==> config.mk <==
export PLATFORM = sky130hd
export DESIGN_NAME = spi_mode0_rx
export DESIGN_NICKNAME = d
export VERILOG_FILES = /design/src/rtl/spi_pkg.sv /design/src/rtl/spi_rx_fifo.sv /design/src/rtl/spi_mode0_rx.sv
export SDC_FILE = /design/constraint.sdc
export NUM_CORES = 1
export LEC_CHECK = 0
export ABC_CLOCK_PERIOD_IN_PS = 1900
export CAP_MARGIN = 5
export CORE_ASPECT_RATIO = 0.8
export CORE_MARGIN = 1.5
export CORE_UTILIZATION = 29
export DETAILED_ROUTE_END_ITERATION = 16
export PLACE_DENSITY_LB_ADDON = 0.08
export SETUP_SLACK_MARGIN = 0.5
export SYNTH_ARGS = -nofsm -noshare
export SYNTH_HDL_FRONTEND = slang
export SYNTH_SLANG_ARGS = --single-unit
==> constraint.sdc <==
create_clock -name clk -period 1.9 [get_ports clk]
set_clock_uncertainty 0.15 [all_clocks]
set_input_delay 0.38 -clock clk [delete_from_list [all_inputs] [get_ports clk]]
set_output_delay 0.38 -clock clk [all_outputs]
set_load 0.01 [all_outputs]
==> src/rtl/spi_pkg.sv <==
// Shared definitions for the SPI mode 0 receiver.
// Contents:
//   spi_rx_state_t  - receiver FSM state encoding
//   SPI_DATA_W_DEF  - default word width used by the receiver and its FIFO
package spi_pkg;

    typedef enum logic [1:0] {
        IDLE,
        RECV,
        PUSH
    } spi_rx_state_t;

    localparam int SPI_DATA_W_DEF = 8;

endpackage

==> src/rtl/spi_rx_fifo.sv <==
// Small first-word-fall-through FIFO holding received SPI words.
// Ports:
//   clk, rst        system clock, asynchronous active-high reset
//   wr_en, wr_data  push request and word
//   full            no free entry (a push is still accepted if a pop happens in the same cycle)
//   rd_en           pop request, ignored while empty
//   rd_data         head entry, zero while empty
//   empty           no entries stored
module spi_rx_fifo
    import spi_pkg::*;
#(
    parameter int DATA_W = SPI_DATA_W_DEF,
    parameter int DEPTH  = 4
) (
    input  logic              clk,
    input  logic              rst,
    input  logic              wr_en,
    input  logic [DATA_W-1:0] wr_data,
    output logic              full,
    input  logic              rd_en,
    output logic [DATA_W-1:0] rd_data,
    output logic              empty
);

    localparam int AW = $clog2(DEPTH);

    // Pointers carry one extra wrap bit so full and empty are distinguishable.
    logic [AW:0]       wr_ptr;
    logic [AW:0]       rd_ptr;
    logic [DATA_W-1:0] mem [DEPTH];
    logic              do_rd;
    logic              do_wr;

    assign empty = (wr_ptr == rd_ptr);
    assign full  = (wr_ptr[AW] != rd_ptr[AW]) && (wr_ptr[AW-1:0] == rd_ptr[AW-1:0]);

    // A pop in the same cycle frees the slot, so a push into a full FIFO still lands.
    assign do_rd = rd_en && !empty;
    assign do_wr = wr_en && (!full || do_rd);

    always_ff @(posedge clk or posedge rst) begin
        if (rst) begin
            wr_ptr <= '0;
            rd_ptr <= '0;
        end else begin
            if (do_wr) wr_ptr <= wr_ptr + (AW+1)'(1);
            if (do_rd) rd_ptr <= rd_ptr + (AW+1)'(1);
        end
    end

    always_ff @(posedge clk) begin
        if (do_wr) mem[wr_ptr[AW-1:0]] <= wr_data;
    end

    // Storage is not reset, so the head is masked to zero while nothing is held.
    assign rd_data = empty ? '0 : mem[rd_ptr[AW-1:0]];

endmodule

==> src/rtl/spi_mode0_rx.sv <==
// SPI mode 0 (CPOL=0, CPHA=0) receiver. Synchronises SCLK/CS/MOSI into the clk
// domain, shifts MSB-first words on SCLK rising edges, buffers them in a FIFO and
// presents them on a valid/ready stream.
// Ports:
//   clk, rst            system clock, asynchronous active-high reset
//   sclk, cs, mosi      asynchronous serial lines (cs active-low)
//   m_data, m_valid     FIFO head word and non-empty flag
//   m_ready             consumer accept
//   busy                registered ~cs_s
//   overrun             one-cycle pulse: completed word dropped, FIFO full
//   frame_err           one-cycle pulse: CS rose with a partial word pending
module spi_mode0_rx
    import spi_pkg::*;
#(
    parameter int DATA_W      = SPI_DATA_W_DEF,
    parameter int SYNC_STAGES = 2,
    parameter int FIFO_DEPTH  = 4
) (
    input  logic              clk,
    input  logic              rst,
    input  logic              sclk,
    input  logic              cs,
    input  logic              mosi,
    output logic [DATA_W-1:0] m_data,
    output logic              m_valid,
    input  logic              m_ready,
    output logic              busy,
    output logic              overrun,
    output logic              frame_err
);

    localparam int CNT_W = $clog2(DATA_W + 1);
    localparam logic [CNT_W-1:0] LAST_BIT = CNT_W'(DATA_W - 1);

    logic sclk_s, cs_s, mosi_s, sclk_d, rise;

    // Synchroniser chain, one 3-bit flop per stage carrying {sclk, cs, mosi}.
    // Reset value keeps CS deasserted so nothing is received until CS falls.
    for (genvar g = 0; g < SYNC_STAGES; g++) begin : g_sync
        logic [2:0] q;
        if (g == 0) begin : g_first
            always_ff @(posedge clk or posedge rst) begin
                if (rst) q <= 3'b010;
                else     q <= {sclk, cs, mosi};
            end
        end else begin : g_next
            always_ff @(posedge clk or posedge rst) begin
                if (rst) q <= 3'b010;
                else     q <= g_sync[g-1].q;
            end
        end
    end

    assign {sclk_s, cs_s, mosi_s} = g_sync[SYNC_STAGES-1].q;
    assign rise = sclk_s && !sclk_d;

    spi_rx_state_t     state, state_nxt;
    logic [CNT_W-1:0]  bit_cnt, cnt_nxt;
    logic [DATA_W-1:0] shreg, shreg_nxt;
    logic              wr_en, fifo_full, fifo_empty, pop;
    logic              ovr_nxt, ferr_nxt;

    assign m_valid = !fifo_empty;
    assign pop     = m_valid && m_ready;

    always_comb begin
        state_nxt = state;
        cnt_nxt   = bit_cnt;
        shreg_nxt = shreg;
        wr_en     = 1'b0;
        ovr_nxt   = 1'b0;
        ferr_nxt  = 1'b0;
        case (state)
            IDLE: begin
                cnt_nxt   = '0;
                shreg_nxt = '0;
                if (!cs_s) state_nxt = RECV;
            end
            RECV: begin
                // CS deassertion wins over a coincident SCLK rise.
                if (cs_s) begin
                    ferr_nxt  = (bit_cnt != '0);
                    state_nxt = IDLE;
                end else if (rise) begin
                    shreg_nxt = {shreg[DATA_W-2:0], mosi_s};
                    cnt_nxt   = bit_cnt + CNT_W'(1);
                    if (bit_cnt == LAST_BIT) state_nxt = PUSH;
                end
            end
            PUSH: begin
                cnt_nxt = '0;
                if (fifo_full && !pop) ovr_nxt = 1'b1;
                else                   wr_en   = 1'b1;
                state_nxt = cs_s ? IDLE : RECV;
            end
            default: state_nxt = IDLE;
        endcase
    end

    always_ff @(posedge clk or posedge rst) begin
        if (rst) begin
            state     <= IDLE;
            bit_cnt   <= '0;
            sclk_d    <= 1'b0;
            busy      <= 1'b0;
            overrun   <= 1'b0;
            frame_err <= 1'b0;
        end else begin
            state     <= state_nxt;
            bit_cnt   <= cnt_nxt;
            sclk_d    <= sclk_s;
            busy      <= !cs_s;
            overrun   <= ovr_nxt;
            frame_err <= ferr_nxt;
        end
    end

    // Shift register content is cleared in IDLE, so it needs no reset.
    always_ff @(posedge clk) begin
        shreg <= shreg_nxt;
    end

    spi_rx_fifo #(
        .DATA_W (DATA_W),
        .DEPTH  (FIFO_DEPTH)
    ) u_fifo (
        .clk     (clk),
        .rst     (rst),
        .wr_en   (wr_en),
        .wr_data (shreg),
        .full    (fifo_full),
        .rd_en   (pop),
        .rd_data (m_data),
        .empty   (fifo_empty)
    );

endmodule

# Word level (Yosys, flattened, before mapping)
# Memories as Yosys holds them, arrays and structs flattened.
# Cells that the tools add are included.
[word_totals] wordCells=67 mem_bits_ro=0 n_memories=1 input_bits=6 output_inout_bits=12 register_bits=30 latchBits=0 ramBits=32
[mem_list] memory="u_fifo.mem" depth=4 width=8 read_ports=1 rd_clocked_by_memory_dff=0 write_ports=1 line_no="spi_rx_fifo.sv:30" source="logic [DATA_W-1:0] mem [DEPTH];"
[classes] shift=0 muxes=21 addsub=3 div_mod_pow=0 eq_ne=11 reduce_logical=20 n_lt_le_gt_ge=0 mul=0 n_bitwise=0
[op_table] cell="$mux 8" n=3
[op_table] cell="$pmux 8 s2" n=1
[op_table] cell="$mux 1" n=9
[op_table] cell="$reduce_and 3->1" n=3
[op_table] cell="$mux 2" n=4
[op_table] cell="$mux 4" n=2
[op_table] cell="$pmux 4 s2" n=1
[op_table] cell="$add 3x1->3 const B" n=2
[op_table] cell="$logic_and 1x1->1" n=6
[op_table] cell="$ne 2x2->1 const B" n=3
[op_table] cell="$ne 3x3->1 const B" n=2
[op_table] cell="$pmux 2 s3" n=1
[op_table] cell="$logic_not 1->1" n=5
[op_table] cell="$add 4x1->4 const B" n=1
[op_table] cell="$eq 4x3->1 const B" n=1
[op_table] cell="$reduce_bool 2->1" n=2
[op_table] cell="$reduce_bool 4->1" n=1
[op_table] cell="$eq 3x3->1" n=1
[op_table] cell="$eq 2x1->1 const B" n=1
[op_table] cell="$eq 2x2->1" n=1
[op_table] cell="$eq 2x2->1 const B" n=1
[op_table] cell="$logic_not 2->1" n=1
[op_table] cell="$reduce_or 2->1" n=1
[op_table] cell="$logic_or 1x1->1" n=1
[op_table] cell="$ne 1x1->1" n=1

# Depth between registers and ports, before layout
# Gate-level depths: netlist (run 1).
[logic_depth] depth_word=10 mapped_depth=4 depth_no_buf=4

# Hierarchy
# From an unflattened synthesis (run 1), not the netlist that was laid out.
[hier_totals] cells_unflattened=157 area_unflattened_um2=2608.8
[modules_own_cells] mod="spi_rx_fifo" n_inst=1 seq_area_each_um2=1111.1 cells_each=86 area_each_um2=1665.3
[modules_own_cells] mod="spi_mode0_rx" n_inst=1 seq_area_each_um2=643.1 cells_each=71 area_each_um2=943.4

# Worst setup path after synthesis (run 1)
# OpenSTA, ideal clock, no wires.
[synth_path] path_type="reg2out" startpoint="register u_fifo.rd_ptr[0]" endpoint="output m_data[1]" slack_ns=-0.189 t_required_ns=1.370 arrival_ns=1.559 n_path_buf=1 stages_incl_launch_ff=5 path_cell_list="dfrtp_1 buf_4 xor2_1 nor3_1 and2b_1"
[synth_between] elab_chain_cells=2 elab_cells_between_ends=3 classes_between="eq/ne: 1; mux: 1; memory: 1"
[synth_lines] item="start: declaration" line_no="spi_rx_fifo.sv:29" source="logic [AW:0] rd_ptr;"
[synth_lines] item="start signal: assignment" line_no="spi_rx_fifo.sv:47" source="if (do_rd) rd_ptr <= rd_ptr + (AW+1)'(1);"
[synth_lines] item="$mem_v2 4x8 / $eq 3x3->1 (equally long branches)"
[synth_lines] item="$mux 8 (*)" line_no="spi_rx_fifo.sv:56" source="assign rd_data = empty ? '0 : mem[rd_ptr[AW-1:0]];"
[synth_lines] item="end: declaration" line_no="spi_mode0_rx.sv:24" source="output logic [DATA_W-1:0] m_data,"
# Mark *: on every way between the ends. The rest lies on a longest branch, timed or not.

# Final worst setup path (run 1)
# Same ends and word-level chain as after synthesis.

==> results of run 1 <==
-- placed cells by master, fill, tap and decap left out, types with 3 or more instances in the layout --
master           count
dfrtp_2              4
ha_1                 6
xnor2_1              3
inv_1                9
clkdlybuf4s50_1      5
edfxtp_1            40
buf_4               21
nor2b_1              6
buf_6               15
and2_1               8
xnor2_2              4
and2_4               4
buf_2               12
clkbuf_8             9
nand2_1              3
inv_6                3
dfrtp_1             16
mux4_2               8
nor2_1               3
-- Yosys cell counts, types with 2 or more instances --
cell type,n,area share
edfxtp_1,40,0.47
dfrtp_1,20,0.20
and2_1,12,0.030
inv_1,10,0.015
mux4_2,8,0.071
ha_1,7,0.035
xnor2_1,7,0.024
nor2b_1,6,0.015
a21oi_1,4,0.0079
nand2_1,4,0.0059
and2b_1,3,0.0089
nor2_1,3,0.0044
o21ai_0,3,0.0059
xor2_1,3,0.010
buf_2,2,0.0040
dfstp_2,2,0.021
mux2_2,2,0.0089
nor3_1,2,0.0040
o311ai_0,2,0.0069
o31ai_1,2,0.0059
-- report_power, final --
part | switching [mW] | leakage, nW | internal [mW]
clock network | 0.556 | 0.0968 | 0.620
registers | 0.0688 | 0.639 | 1.51
logic | 0.657 | 0.635 | 0.861
-- worst reg2reg max path, cell delays in order (launching register included) --
cell     delay, ns
dfrtp_1       0.42
buf_6         0.16
buf_6         0.12
buf_6         0.10
buf_6         0.11
xnor2_2       0.12
buf_4         0.15
a41oi_4       0.20
and2_4        0.29
-- layout make-up --
class,instances,share of cell area
sequential,62,0.492
multi-input combinational,81,0.274
timing repair buffer,54,0.128
tap,112,0.0392
clock buffer,9,0.0346
clock inverter,7,0.0224
inverter,10,0.0105
-- timing repair --
action	CTS	global route
pin swaps	8	6
hold buffers	0	0
setup endpoints to repair	71	70
gates resized for setup	78	13
buffers inserted	11	5
-- through the flow --
step / total power, mW / instances / util / instance area, sq um / worst slack, ns
2_1_floorplan: 2.28 / 157 / - / 2670 / 0.119
3_3_place_gp: 2.83 / 303 / 0.366 / 3110 / -0.338
3_5_place_dp: 2.84 / 303 / 0.366 / 3110 / -0.340
4_1_cts: 4.21 / 330 / 0.411 / 3480 / -0.432
5_1_grt: 4.49 / 335 / 0.422 / 3580 / -0.486
6_report: 4.27 / 335 / 0.422 / 3580 / -0.413
-- kinds of logic (layout without fill, tap and decap cells) --
kind of cell | Yosys count | in the layout
muxes | 11 | 11
and+or+nand+nor | 39 | 39
DFF | 62 | 62
AOI/OAI and AO/OA | 14 | 14
adders and majority gates | 7 | 7
buffers and inverters | 14 | 80
xor gates and xnor gates | 10 | 10
-- state kept, by name (all words and copies together), names as in the netlist --
signal         cells
u_fifo.wr_ptr      3
u_fifo.rd_ptr      3
busy               1
overrun            1
frame_err          1
bit_cnt            4
state              2
u_fifo.mem        32
g_sync.q           6
shreg              8
sclk_d             1
-- routing by layer --
| metal | global-route usage | part of all wire |
|---|---|---|
| met5 | 0 | 0 |
| met4 | 0.0538 | 0.019 |
| met3 | 0.0376 | 0.036 |
| met2 | 0.197 | 0.49 |
| met1 | 0.146 | 0.45 |
-- path summary, 6_finish.rpt --
| kind | startpoint | to | cells past startpoint |
|---|---|---|---|
| setup / recovery | u_fifo.rd_ptr[0] | m_data[1] | 5 |
| hold / removal | g_sync[0].q[2] | g_sync[1].q[2] | 0 |
| setup reg to reg | u_fifo.rd_ptr[0] | u_fifo.mem[3][2] | 8 |
| hold reg to reg | g_sync[0].q[2] | g_sync[1].q[2] | 0 |
| max in group asynchronous | rst | g_sync[1].q[1] | 3 |
| min in group asynchronous | rst | u_fifo.rd_ptr[2] | 3 |
==> flow_summary.yaml, run 1 <==
run_status:
  status: "finished, violations left"
  failed_checks: "setup timing"
power_and_ir_drop:
  p_leak_nw: 1.37
  power.density_mw_per_mm2: 1190
  peakVddDrop_mv: 0.470
die:
  num_rows: 30
  die_w_um: 107
  io-pin-count: 18
  dieArea_sq_mm: 0.00930
  die_h_um: 86.6
  initial_core_util: 0.298
  coreArea_sq_mm: 0.00848
routing:
  wl_per_cell_um: 15.0
  drtIter0Drc: 19
  drcViolationCount: 0
  first_pass_iters: 4
  via_per_inst: 4.40
  wl_mm: 5.04
  ant_nets: 0
  vias: 1475
synthesis:
  avgSynthCellArea_sq_um: 16.1
  synth_cell_types: 35
  synth_edf_count: 40
  synth_top_family_by_area: "simple AND/OR/NAND/NOR gates"
  synth_mux_area_frac: 0.0840
  synth_compound_area_frac: 0.0366
  synthArstFlopShare: 0.355
  syn_nets: 170
  synth-simple-area-share: 0.0939
  netlist_area_sq_mm: 0.00253
  yosysSeqAreaShare: 0.693
  yosys_warnings: 0
  synthAdderAreaFrac: 0.0346
  synth_flop_cell: "edfxtp_1"
  ys_seq_elements: 62
  synthXorXnorAreaFrac: 0.0346
  synthCells: 157
sta:
  rsz0062_at_grt: "yes"
  drv_slew: 0
  tns_ns: -10.07
  finalCritPeriodShare: 1.22
  setup_viol: 43
  finalCriticalPeriod_ns: 2.31
  hold_slack_ns: 0.204
  fin_ws_ns: -0.413
  hold_viol: 0
  max_freq_ghz: 0.432
  max-slew-margin-rel: 0.597
  tightest_slew_ns: 0.600
critical_path:
  end_kind: "output pin"
  cpMostUsedCell: "buf_6"
  path_buf_inv: 3
  slowest_delay_ns: 0.49
  cp_slowest_cell: "mux4_2"
  required_ns: 1.37
  crit_arrival_ns: 1.78
  path_class: "flop to output pin"
  reg2reg_slack_ns: -0.22
  critPathMaxFanout: 3
  crit_chain: "buf_6 -> buf_6 -> mux4_2 -> and2b_1 -> buf_2"
  startpoint_type: "flop"
  cp_top_family: "multiplexers"
global_routing:
  grt_pass1_wl_mm: 8.03
  grt_max_degree: 23
  grt-ovfl-total: 0
  grt_pass1_vias: 1564
  gr-usage-all-layers: 0.120
  antenna_found_initial: 0
final_layout:
  nNetsFinal: 231
  multi_input_area_sq_um: 978
  seqCellArea_sq_mm: 0.00176
  nFillCells: 800
  area_growth_pct: 41.3
  drive_gt1_frac: 0.498
  diodes: 0
min_path:
  hold_class: "flop to flop"
placed_design:
  place.gp.congestion: 0.697
  portBuffers: 17
  dpl.hpwl_mm: 3.23
clock_tree:
  cts_tree: "yes"
  cts_sinks: 62
  cts_root_buf: "clkbuf_8"
  ctsHtreeMaxLevel: 3
  cts_buffers: 9
  insertion_delay_ns: 0.34
  clk_path_buf_depth: 2
  clk_pin_slew_worst_paths_ns: 0.07
run:
  cap_violations: 0
(Power assumes the default switching activity.)
==> run 2: changes to the inputs <==
MAX_ROUTING_LAYER = met4   (was default)
==> run 2 against run 1 <==
- the run still ends with setup timing left
- final area is the same
- final cell count is the same
- fmax is essentially flat
- die area is the same
- non-clock buffer count is the same
- critical path type unchanged
- largest power group unchanged
==> flow_summary.yaml, run 2 (same netlist as run 1, synthesis figures left out) <==
run_status:
  status: "finished, violations left"
  failed_checks: "setup timing"
final_layout:
  final_common_cell: "edfxtp_1"
  largest_reg_flops: 32
  drive_gt1_frac: 0.498
  area_growth_pct: 41.3
  most-common-layout-cells: "edfxtp_1 (40), buf_4 (21), dfrtp_1 (16), buf_6 (15), buf_2 (12)"
  post-route-cell-area_sq_mm: 0.00358
  diodes: 0
  nNetsFinal: 231
global_routing:
  gr-usage-all-layers: 0.124
  antenna_found_initial: 0
  grt_max_degree: 23
  grt_pass1_wl_mm: 8.05
  grt-ovfl-total: 0
  grt_pass1_vias: 1557
power_and_ir_drop:
  peakVddDrop_mv: 0.471
  p_leak_nw: 1.37
  power.density_mw_per_mm2: 1200
  finalPower_mw: 4.27
critical_path:
  cpMostUsedCell: "buf_6"
  path_class: "flop to output pin"
  cp_slowest_cell: "mux4_2"
  end_kind: "output pin"
  path_buf_inv: 3
  slowest_delay_ns: 0.49
  critPathMaxFanout: 3
  crit_arrival_ns: 1.79
  cp_top_family: "multiplexers"
  crit_chain: "buf_6 -> buf_6 -> mux4_2 -> and2b_1 -> buf_2"
  required_ns: 1.37
  startpoint_type: "flop"
clock_tree:
  cts_buffers: 9
  ctsHtreeMaxLevel: 3
  cts_tree: "yes"
  clk_pin_slew_worst_paths_ns: 0.07
  cts_root_buf: "clkbuf_8"
  clk_path_buf_depth: 2
  insertion_delay_ns: 0.34
  cts_hold_buffers: 0
  cts_sinks: 62
sta:
  finalCriticalPeriod_ns: 2.32
  drv_slew: 0
  rsz0062_at_grt: "yes"
  max_freq_ghz: 0.432
  setup_viol: 43
  tightest_slew_ns: 0.601
  finalCritPeriodShare: 1.22
  fin_ws_ns: -0.416
  hold_viol: 0
  max-slew-margin-rel: 0.597
die:
  die_w_um: 107
  num_rows: 30
  initial_core_util: 0.298
  die_h_um: 86.6
  coreArea_sq_mm: 0.00848
  dieArea_sq_mm: 0.00930
  io-pin-count: 18
routing:
  ant_nets: 0
  wl_per_cell_um: 15.0
  drcViolationCount: 0
  drtIter0Drc: 26
  first_pass_iters: 4
  wl_mm: 5.04
  via_per_inst: 4.41
  vias: 1478
placed_design:
  dp_slack_ns: -0.340
  place_area_sq_mm: 0.00311
  place.gp.congestion: 0.705
  dpl.hpwl_mm: 3.23
  portBuffers: 17
run:
  cap_violations: 0
min_path:
  hold_class: "flop to flop"
==> run 2: cell counts in the layout (fill, tap and decap cells not counted) <==
Identical to the previous run, type by type.
==> run 2: report_power, final <==
| group | switching, mW | internal, mW | total, mW |
|---|---|---|---|
| registers | 0.0699 | 1.51 | 1.58 |
| clock network | 0.556 | 0.621 | 1.18 |
| logic | 0.658 | 0.861 | 1.52 |
==> run 2: path summary, 6_finish.rpt <==
kind,startpoint,end,slack [ns],depth (start not counted)
min reg2reg,g_sync[0].q[2],g_sync[1].q[2],0.20,0
max reg2reg,u_fifo.rd_ptr[0],u_fifo.mem[1][2],-0.22,8
max in group asynchronous,rst,g_sync[1].q[1],1.06,3
max,u_fifo.rd_ptr[0],m_data[1],-0.42,5
min,g_sync[0].q[2],g_sync[1].q[2],0.20,0
min in group asynchronous,rst,u_fifo.rd_ptr[2],0.25,3
==> run 2: worst reg2reg max path, delay by kind of cell, from the launching register on <==
kind                      cells  cell delay, ns
buffers and inverters         5            0.64
DFF                           1            0.42
and+or+nand+nor               1            0.29
AOI/OAI and AO/OA             1            0.20
xor gates and xnor gates      1            0.12
==> run 2: routing by layer <==
layer / wire (um) / track usage / vias to the layer above
li1: - / - / 691
met1: 2250 / 0.146 / 755
met2: 2520 / 0.197 / 25
met3: 197 / 0.0489 / 7
met4: 68 / 0.0395 / 0
met5: 0 / - / -
==> run 2: cell type report <==
cell class,instances,area [sq um]
clock buffers,9,124
clock inverters,7,80.1
fillers,800,4910
inverters,10,37.5
multi-input cells,81,978
flip-flops and latches,62,1760
well taps,112,140
repair buffers,54,457
==> run 2: timing repair <==
item,in CTS,in global routing
setup endpoints to repair,71,70
resized for setup,78,13
setup buffers,11,5
pin swaps,8,6
==> run 2: stage by stage <==
stage | TNS [ns] | std cells | util | hold slack (ns)
global placement | -4.66 | 303 | 0.366 | 0.186
floorplan | 0 | 157 | - | 0.181
detailed placement | -4.95 | 303 | 0.366 | 0.186
finish | -10.33 | 335 | 0.422 | 0.204
CTS | -7.72 | 330 | 0.411 | 0.207
global route | -13.64 | 335 | 0.422 | 0.210
